## config.mk

```make
export PLATFORM = sky130hd
export DESIGN_NAME = instr_encoder
export DESIGN_NICKNAME = d
export VERILOG_FILES = /design/src/rtl/isa_pkg.sv /design/src/rtl/instr_pack.sv /design/src/rtl/instr_encoder.sv
export SDC_FILE = /design/constraint.sdc
export NUM_CORES = 1
export LEC_CHECK = 0
export CAP_MARGIN = 10
export CORE_MARGIN = 4
export CORE_UTILIZATION = 51
export CTS_BUF_LIST = sky130_fd_sc_hd__clkbuf_2 sky130_fd_sc_hd__clkbuf_4 sky130_fd_sc_hd__clkbuf_8
export CTS_CLUSTER_DIAMETER = 60
export DETAILED_ROUTE_END_ITERATION = 10
export PLACE_DENSITY = 0.81
export SLEW_MARGIN = 20
export SYNTH_ARGS = -nofsm -noshare
export SYNTH_HDL_FRONTEND = slang
export SYNTH_HIERARCHICAL = 1
export SYNTH_SLANG_ARGS = --single-unit
```

## constraint.sdc

```tcl
create_clock -name Clk -period 2.45 [get_ports Clk]
set_input_delay 0.245 -clock Clk [delete_from_list [all_inputs] [get_ports Clk]]
set_output_delay 0.245 -clock Clk [all_outputs]
set_load 0.005 [all_outputs]
```

## src/rtl/isa_pkg.sv

```systemverilog
// ISA definitions for the 9-bit instruction word: op classes, opType codes,
// field positions and the shared encode/legality helpers.
package isa_pkg;

    localparam int ISA_IW = 9;

    typedef enum logic [2:0] {
        CLS_RALU  = 3'd0,
        CLS_BEQ   = 3'd1,
        CLS_SRL   = 3'd2,
        CLS_SLL   = 3'd3,
        CLS_LOAD  = 3'd4,
        CLS_STORE = 3'd5,
        CLS_JUMP  = 3'd6,
        CLS_ITYPE = 3'd7
    } op_class_e;

    localparam logic [1:0] OPT_ADD  = 2'd0;
    localparam logic [1:0] OPT_XOR  = 2'd1;
    localparam logic [1:0] OPT_XORR = 2'd2;
    localparam logic [1:0] OPT_AND  = 2'd3;
    localparam logic [1:0] OPT_ADDI = 2'd0;
    localparam logic [1:0] OPT_SUBI = 2'd1;
    localparam logic [1:0] OPT_SWAP = 2'd2;

    localparam int CLS_MSB  = 8;
    localparam int CLS_LSB  = 6;
    localparam int TYP_MSB  = 5;
    localparam int TYP_LSB  = 4;
    localparam int OPN_MSB  = 5;
    localparam int SOPN_MSB = 3;

    typedef enum logic [1:0] {
        ST_IDLE = 2'd0,
        ST_RUN  = 2'd1,
        ST_FULL = 2'd2
    } enc_state_e;

    function automatic logic has_type_field(input logic [2:0] cls);
        return (cls == CLS_RALU) || (cls == CLS_ITYPE);
    endfunction

    function automatic logic [ISA_IW-1:0] encode_word(input logic [2:0] cls,
                                                      input logic [1:0] typ,
                                                      input logic [5:0] opnd);
        logic [ISA_IW-1:0] w;
        w = '0;
        w[CLS_MSB:CLS_LSB] = cls;
        if (has_type_field(cls)) begin
            w[TYP_MSB:TYP_LSB] = typ;
            w[SOPN_MSB:0]      = opnd[SOPN_MSB:0];
        end else begin
            w[OPN_MSB:0] = opnd;
        end
        return w;
    endfunction

    // I-type opType 11 is unassigned; JUMP carries no operand.
    function automatic logic is_illegal(input logic [2:0] cls,
                                        input logic [1:0] typ,
                                        input logic [5:0] opnd);
        return ((cls == CLS_ITYPE) && (typ == 2'b11)) ||
               ((cls == CLS_JUMP) && (opnd != 6'd0));
    endfunction

endpackage

```

## src/rtl/instr_pack.sv

```systemverilog
// Combinational packer: request fields to a 9-bit word plus illegal flag.
// The illegal flag is only produced when ENC_ILLEGAL_CHECK_EN is defined.
module instr_pack
    import isa_pkg::*;
(
    input  logic [2:0]        req_class,
    input  logic [1:0]        req_type,
    input  logic [5:0]        req_operand,
    output logic [ISA_IW-1:0] word,
    output logic              illegal
);

    // Word formation and legality classification.
    always_comb begin
        word = encode_word(req_class, req_type, req_operand);
`ifdef ENC_ILLEGAL_CHECK_EN
        illegal = is_illegal(req_class, req_type, req_operand);
`else
        illegal = 1'b0;
`endif
    end

endmodule

```

## src/rtl/instr_encoder.sv

```systemverilog
// Streams encoded instruction words into instruction memory at consecutive
// addresses; optional request legality check under ENC_ILLEGAL_CHECK_EN.
module instr_encoder
    import isa_pkg::*;
#(
    parameter int IW        = ISA_IW,
    parameter int PROG_AW   = 8,
    parameter int BASE_ADDR = 0,
    parameter int DEPTH     = 256
) (
    input  logic               Clk,
    input  logic               Reset_n,
    input  logic               start,
    input  logic               stop,
    input  logic               req_valid,
    output logic               req_ready,
    input  logic [2:0]         req_class,
    input  logic [1:0]         req_type,
    input  logic [5:0]         req_operand,
    output logic               im_we,
    output logic [PROG_AW-1:0] im_addr,
    output logic [IW-1:0]      im_wdata,
    output logic [PROG_AW:0]   count,
    output logic               full,
    output logic               err,
    output logic               done
);

    localparam int CNT_W = PROG_AW + 1;

    enc_state_e         state_r;
    enc_state_e         state_nxt_s;
    logic [PROG_AW-1:0] addr_r;
    logic [CNT_W-1:0]   count_r;
    logic               im_we_r;
    logic [PROG_AW-1:0] im_addr_r;
    logic [IW-1:0]      im_wdata_r;
    logic               full_r;
    logic               err_r;
    logic               done_r;

    logic               ready_s;
    logic               accept_s;
    logic               write_s;
    logic               last_s;
    logic               restart_s;
    logic               end_s;
    logic [ISA_IW-1:0]  word_s;
    logic               illegal_s;

    instr_pack u_pack (
        .req_class   (req_class),
        .req_type    (req_type),
        .req_operand (req_operand),
        .word        (word_s),
        .illegal     (illegal_s)
    );

    // State register.
    always_ff @(posedge Clk or negedge Reset_n) begin
        if (!Reset_n) begin
            state_r <= ST_IDLE;
        end else begin
            state_r <= state_nxt_s;
        end
    end

    // Next-state and handshake decode; start takes priority over stop.
    always_comb begin
        state_nxt_s = state_r;
        ready_s     = 1'b0;
        accept_s    = 1'b0;
        write_s     = 1'b0;
        last_s      = 1'b0;
        restart_s   = 1'b0;
        end_s       = 1'b0;
        case (state_r)
            ST_IDLE: begin
                if (start) begin
                    restart_s   = 1'b1;
                    state_nxt_s = ST_RUN;
                end else begin
                    state_nxt_s = ST_IDLE;
                end
            end
            ST_RUN: begin
                ready_s  = !start && !stop;
                accept_s = req_valid && ready_s;
                write_s  = accept_s && !illegal_s;
                last_s   = write_s && (count_r == CNT_W'(DEPTH - 1));
                if (start) begin
                    restart_s   = 1'b1;
                    state_nxt_s = ST_RUN;
                end else if (stop) begin
                    end_s       = 1'b1;
                    state_nxt_s = ST_IDLE;
                end else if (last_s) begin
                    state_nxt_s = ST_FULL;
                end else begin
                    state_nxt_s = ST_RUN;
                end
            end
            ST_FULL: begin
                if (start) begin
                    restart_s   = 1'b1;
                    state_nxt_s = ST_RUN;
                end else if (stop) begin
                    end_s       = 1'b1;
                    state_nxt_s = ST_IDLE;
                end else begin
                    state_nxt_s = ST_FULL;
                end
            end
            default: begin
                state_nxt_s = ST_IDLE;
            end
        endcase
    end

    // Write port, address/count tracking and status flags.
    always_ff @(posedge Clk or negedge Reset_n) begin
        if (!Reset_n) begin
            addr_r     <= PROG_AW'(BASE_ADDR);
            count_r    <= '0;
            im_we_r    <= 1'b0;
            im_addr_r  <= '0;
            im_wdata_r <= '0;
            full_r     <= 1'b0;
            err_r      <= 1'b0;
            done_r     <= 1'b0;
        end else begin
            im_we_r <= write_s;
            done_r  <= end_s;
            if (restart_s) begin
                addr_r  <= PROG_AW'(BASE_ADDR);
                count_r <= '0;
                full_r  <= 1'b0;
                err_r   <= 1'b0;
            end else if (write_s) begin
                im_addr_r  <= addr_r;
                im_wdata_r <= IW'(word_s);
                addr_r     <= addr_r + PROG_AW'(1);
                count_r    <= count_r + CNT_W'(1);
                full_r     <= last_s;
            end else if (accept_s) begin
                // Accepted but dropped: only the sticky error is recorded.
                err_r <= 1'b1;
            end else begin
                addr_r <= addr_r;
            end
        end
    end

    assign req_ready = ready_s;
    assign im_we     = im_we_r;
    assign im_addr   = im_addr_r;
    assign im_wdata  = im_wdata_r;
    assign count     = count_r;
    assign full      = full_r;
    assign err       = err_r;
    assign done      = done_r;

endmodule

```

==> results of run 1 <==
-- stage by stage --
stage | instances | hold slack [ns] | setup WS (ns) | utilization | power, mW
3_3_place_gp | 263 | 0.3949 | 0.2203 | 0.6541 | 1.001
6_report | 271 | 0.05830 | 0.1596 | 0.6885 | 1.595
2_1_floorplan | 181 | -0.05059 | 0.5102 | - | 0.8545
4_1_cts | 271 | 0.09196 | 0.03160 | 0.6878 | 1.601
3_5_place_dp | 263 | 0.4058 | 0.1733 | 0.6541 | 1.016
5_1_grt | 271 | 0.1236 | 0.07486 | 0.6885 | 1.660
-- registers in the layout, indices dropped and copies added, names as in the netlist --
signal	flops
im_we	1
im_addr	8
state_r	2
im_wdata	9
done	1
full	1
addr_r	8
err	1
count	9
-- layout make-up --
type / count / area, sq um
Sequential cell: 40 / 1001
Clock inverter: 1 / 30.03
Fill cell: 302 / 1166
Tap cell: 48 / 60.06
Clock buffer: 7 / 96.34
Inverter: 10 / 42.54
Timing Repair Buffer: 50 / 485.5
Multi-Input combinational cell: 115 / 862.1
-- worst min path at each step --
stage / endpoint / depth (start not counted) / start
3_3_place_gp: im_wdata[6]$_DFFE_PN0P_ / 1 / Reset_n
5_1_grt: im_wdata[8]$_DFFE_PN0P_ / 1 / Reset_n
4_1_cts: im_wdata[8]$_DFFE_PN0P_ / 1 / Reset_n
3_5_place_dp: im_wdata[6]$_DFFE_PN0P_ / 1 / Reset_n
6_report: im_wdata[8]$_DFFE_PN0P_ / 1 / Reset_n
2_1_floorplan: addr_r[0]$_DFFE_PN0P_ / 0 / Reset_n
-- critical path, stage by stage, from the launching register on --
cell and delay, ns:
dfrtp_1 0.40, inv_1 0.09, ha_1 0.18, or3b_4 0.45, inv_6 0.11, clkdlybuf4s50_1 0.52
-- kinds of logic (layout without fill, tap and decap cells) --
logic type	after synthesis	after routing
adder cells (fa/ha/maj)	7	7
flip-flops	40	40
multiplexers	22	22
buffers and inverters	26	68
other	1	1
AO/OA/AOI/OAI	31	31
AND/OR/NAND/NOR	53	53
XOR/XNOR	1	1
-- routing by layer --
layer / part of all wire / vias to the layer above / GRT usage
met4: 0.019 / 0 / 0.08559
li1: - / 735 / -
met3: 0.044 / 8 / 0.03977
met1: 0.43 / 770 / 0.2463
met5: 0 / - / 0
met2: 0.51 / 53 / 0.3326
-- power by group through the flow --
stage,combinational [mW],sequential [mW],clock (mW)
2_1_floorplan,0.0991,0.755,0
3_3_place_gp,0.249,0.752,0
3_5_place_dp,0.261,0.755,0
4_1_cts,0.262,0.742,0.597
5_1_grt,0.278,0.747,0.635
6_report,0.259,0.741,0.595
-- cells in the final DEF, fill, tap and decap left out, types with 2 or more instances in the layout --
| cell type | n |
|---|---|
| mux2i_1 | 6 |
| inv_1 | 8 |
| o31ai_1 | 4 |
| a31oi_1 | 2 |
| o32ai_1 | 2 |
| nor4_1 | 7 |
| nor2b_1 | 4 |
| nor3_1 | 2 |
| o211ai_1 | 3 |
| mux2_2 | 16 |
| nand3b_1 | 3 |
| o21ai_0 | 7 |
| nand2_1 | 10 |
| a21oi_1 | 6 |
| nand3_1 | 7 |
| dfrtp_1 | 40 |
| a221o_1 | 3 |
| buf_4 | 4 |
| clkdlybuf4s50_1 | 45 |
| ha_1 | 7 |
| or4_1 | 3 |
| clkbuf_8 | 7 |
| nand2b_1 | 4 |
| nand4_1 | 4 |
| nor2_1 | 3 |
==> reports/qor.txt, run 1 <==
Share of cells above drive strength 1 = 0.1525
Logic pwr share = 0.163
Clk Latency, worst-skew pair = 0.29 ns
Initial DRC count = 117
IR drop worst, VDD = 457.2 uV
Number of distinct library cells after synthesis = 41
Die Height = 70.79 microns
Starting Density = 0.5371
Top cell types by occurrence after synthesis = 40 x dfrtp_1, 16 x mux2_2, 10 x nand2_1
Pleak = 1.099 nW
FF-to-FF End = addr_r[6]$_DFFE_PN0P_
Residual DRC count = 0
Synthesized area = 2011 sq um
Syn. warnings = 6
CP Launch Point = state_r[1]$_DFF_PN0_
Num ports = 47
Largest cells by area after synthesis = dfrtp_1 50%, mux2_2 9.0%, ha_1 4.4%
Worst clock skew = 0.008491 ns
Dpl cell area = 2449 sq um
Remaining antenna violation count = 0
Final Cycle Share = 0.9349
Via count = 1,566
FP Rows = 22
Reg2reg setup slack = 0.39 ns
PwrDens = 618.8 nW/um^2
Crit-path max FO = 8
Crit. End Element = output pin
Fraction of registers with async set/reset = 1.000
CP arrival = 2.05 ns
Max cap viols = 0
Complex-gate fraction of the synthesized area = 0.1058
Clock share of power = 0.373
Least-Margin Pin Slew = 0.8606 ns
Vias in the first global route = 1,636
Diode count = 0
Seq pwr share = 0.465
Area grow syn2layout = 28.19%
Die X = 70.79 microns
#FFs+latches synth = 40
Hold Buf Count CTS = 0
Simple-gate share of the synthesized area = 0.1525
Unrepaired setup endpoints after global routing = no
Synth Area in Adders = 0.04356
Synth Net Count = 204
Clk buf depth = 2
Switching Fraction = 0.2283
Worst Reg2Reg Path Length in Cells = 6
Total track usage = 0.1976
EDFF count, synth = 0
Final net count = 245
Buffers inserted by post-CTS timing repair = 0
DR vias/cell = 5.779
CTS root buf = clkbuf_8
Setup crit start kind = flip-flop
Final count of hold timing violations = 0
Setup TNS = 0 ns
Initial antenna violation count = 0
Proportion of synthesized area in mux cells = 0.1195
Global route total overflow = 0
CTS clk-pin slew, worst paths = 0.08 ns
Capture point of the critical path = req_ready
CTS buffer count = 5
Final WL = 4581 microns
Largest net degree at the start of global routing = 41
Final instance area = 2577 sq um
Largest family of logic cells by synthesized area = simple AND/OR/NAND/NOR gates
Main flop type after synthesis = dfrtp_1
Fmax = 436.6 MHz
Clk sinks = 40
TritonCTS clock tree = built
Synth Area in XOR/XNOR = 0.004356
Global placement routability congestion = 0.7741
First-pass GRT wire length = 7783 microns
Status = completed
DR pass1 iterations = 4
Post-synthesis sequential area ratio = 0.4978
# port buffers = 46
Post-synth top area cell = dfrtp_1
Crit Path Class = reg -> out
Slew Limit Headroom = 0.4263
CORE AREA = 3744 sq um
# setup viols final = 0
Worst Path Required = 2.20 ns
Top cell type's share of synthesized area = 0.4978
Post-CTS sizing = 0
Final min period = 2.290 ns
Final Slew Violations = 0
FF-to-FF Start = state_r[1]$_DFF_PN0_
Detailed placement HPWL = 3341 microns
Die area = 5011 sq um
Worst min path class = in -> async
P_int = 1.231 mW
Avg Cell Area, Syn = 11.11 sq um
Wirelength per Cell = 16.90 microns
Sw Pwr = 0.3642 mW
Syn Inst Count = 181
H-tree levels = 2
Most frequent cell after synthesis = dfrtp_1
Note: power is estimated with default switching activity, not from simulation.
==> inputs of run 2 (changes only) <==
Settings changed: CORE_MARGIN 4 to 2.
==> run 2 against run 1 <==
Net effect:
- power decreased by 3.6%
- flip-flop and latch count unchanged
- worst hold slack got worse by 0.016 ns
- clock-buffer cell count decreased by 1
- routed wire length decreased by 3.8%
- sequential power about the same
- cell area decreased by 0.68%
- final cell count unchanged
- non-clock buffer count unchanged
==> reports/qor.txt, run 2 (synthesis results as in run 1) <==
Crit. End Element = output pin
Post-CTS sizing = 0
Total track usage = 0.2299
Least-Margin Pin Slew = 0.8537 ns
Commonest cells after routing, fill and taps aside = 45 x clkdlybuf4s50_1, 40 x dfrtp_1, 16 x mux2_2
Status = completed
CTS buffer count = 5
DR vias/cell = 5.727
Pleak = 1.093 nW
Largest net degree at the start of global routing = 41
First-pass GRT wire length = 7541 microns
Starting Density = 0.5411
DR pass1 iterations = 4
Area grow syn2layout = 27.32%
Clk buf depth = 2
Crit-path max FO = 8
Worst Path Required = 2.20 ns
Die area = 4461 sq um
Final net count = 245
Slew Limit Headroom = 0.4309
TritonCTS clock tree = built
Setup TNS = 0 ns
Post-Place Cells = 263
CORE AREA = 3716 sq um
Via count = 1,552
Worst clock skew = 0.008405 ns
Initial antenna violation count = 0
Residual DRC count = 0
Buffers inserted by post-CTS timing repair = 0
Final count of hold timing violations = 0
H-tree levels = 2
Global placement routability congestion = 0.8455
CP arrival = 2.01 ns
Final min period = 2.252 ns
Global route total overflow = 0
Vias in the first global route = 1,557
Diode count = 0
# fillers = 278
Worst min path class = in -> async
Setup crit start kind = flip-flop
Share of cells above drive strength 1 = 0.1480
Clk Latency, worst-skew pair = 0.29 ns
# setup viols final = 0
Commonest non-fill, non-tap cell in the layout = clkdlybuf4s50_1
Final Cycle Share = 0.9193
Crit Path Class = reg -> out
CTS root buf = clkbuf_8
Die X = 66.79 microns
# port buffers = 46
Clk sinks = 40
Fmax = 444.0 MHz
FP Rows = 22
Final WL = 4407 microns
Die Height = 66.79 microns
PwrDens = 600.3 nW/um^2
Non-Filler Instances = 271
Unrepaired setup endpoints after global routing = no
CTS clk-pin slew, worst paths = 0.08 ns
Hold Buf Count CTS = 0
Final Slew Violations = 0
Detailed placement HPWL = 3151 microns
Max cap viols = 0
Remaining antenna violation count = 0
IR drop worst, VDD = 388.4 uV
Num ports = 47
Initial DRC count = 134
Wirelength per Cell = 16.26 microns
## run 2: layer usage
layer,up-vias,wire length [microns],GRT usage
met1,772,1876,0.2854
met3,7,201,0.05912
met5,-,0,0
li1,729,-,-
met2,44,2260,0.3863
met4,0,68,0.08163
## run 2: power by group
group / switching (mW) / internal [mW] / leakage, nW / total, mW
combinational: 0.0975 / 0.158 / 0.495 / 0.256
sequential: 0.0294 / 0.712 / 0.539 / 0.741
clock: 0.227 / 0.313 / 0.0586 / 0.540
## run 2: stage by stage
step / total power, mW / hold slack (ns) / area, sq um / setup WS [ns] / utilization
global route: 1.610 / 0.1300 / 2560 / 0.09856 / 0.6889
global placement: 0.9989 / 0.3998 / 2449 / 0.3157 / 0.6589
floorplan: 0.8545 / -0.05059 / 2011 / 0.5102 / -
CTS: 1.553 / 0.08655 / 2560 / 0.1865 / 0.6889
finish: 1.537 / 0.04277 / 2560 / 0.1977 / 0.6889
detailed placement: 1.013 / 0.4083 / 2449 / 0.2485 / 0.6589
## run 2: worst max-delay path, cell delays in order, from the launching register on
cell,delay (ns)
dfrtp_1,0.40
inv_1,0.08
ha_1,0.18
or3b_1,0.43
inv_6,0.13
clkdlybuf4s50_1,0.51
## run 2: area by class of cell
type / instances / area, sq um / area share
Tap cell: 48 / 60.06 / 0.02346
Clock inverter: 2 / 35.03 / 0.01369
Sequential cell: 40 / 1001 / 0.3910
Timing Repair Buffer: 50 / 485.5 / 0.1896
Multi-Input combinational cell: 115 / 859.6 / 0.3358
Clock buffer: 6 / 76.32 / 0.02981
Inverter: 10 / 42.54 / 0.01662
## run 2: path summary, 6_finish.rpt
kind | from | to | slack (ns) | cells past startpoint
min reg2reg | im_addr[4]$_DFFE_PN0P_ | im_addr[4]$_DFFE_PN0P_ | 0.49 | 1
max reg2reg | state_r[1]$_DFF_PN0_ | addr_r[5]$_DFFE_PN0P_ | 0.39 | 6
min | Reset_n | im_wdata[7]$_DFFE_PN0P_ | 0.04 | 1
min in group Clk | im_addr[4]$_DFFE_PN0P_ | im_addr[4]$_DFFE_PN0P_ | 0.49 | 1
max in group asynchronous | Reset_n | state_r[1]$_DFF_PN0_ | 1.85 | 1
max | state_r[1]$_DFF_PN0_ | req_ready | 0.20 | 5
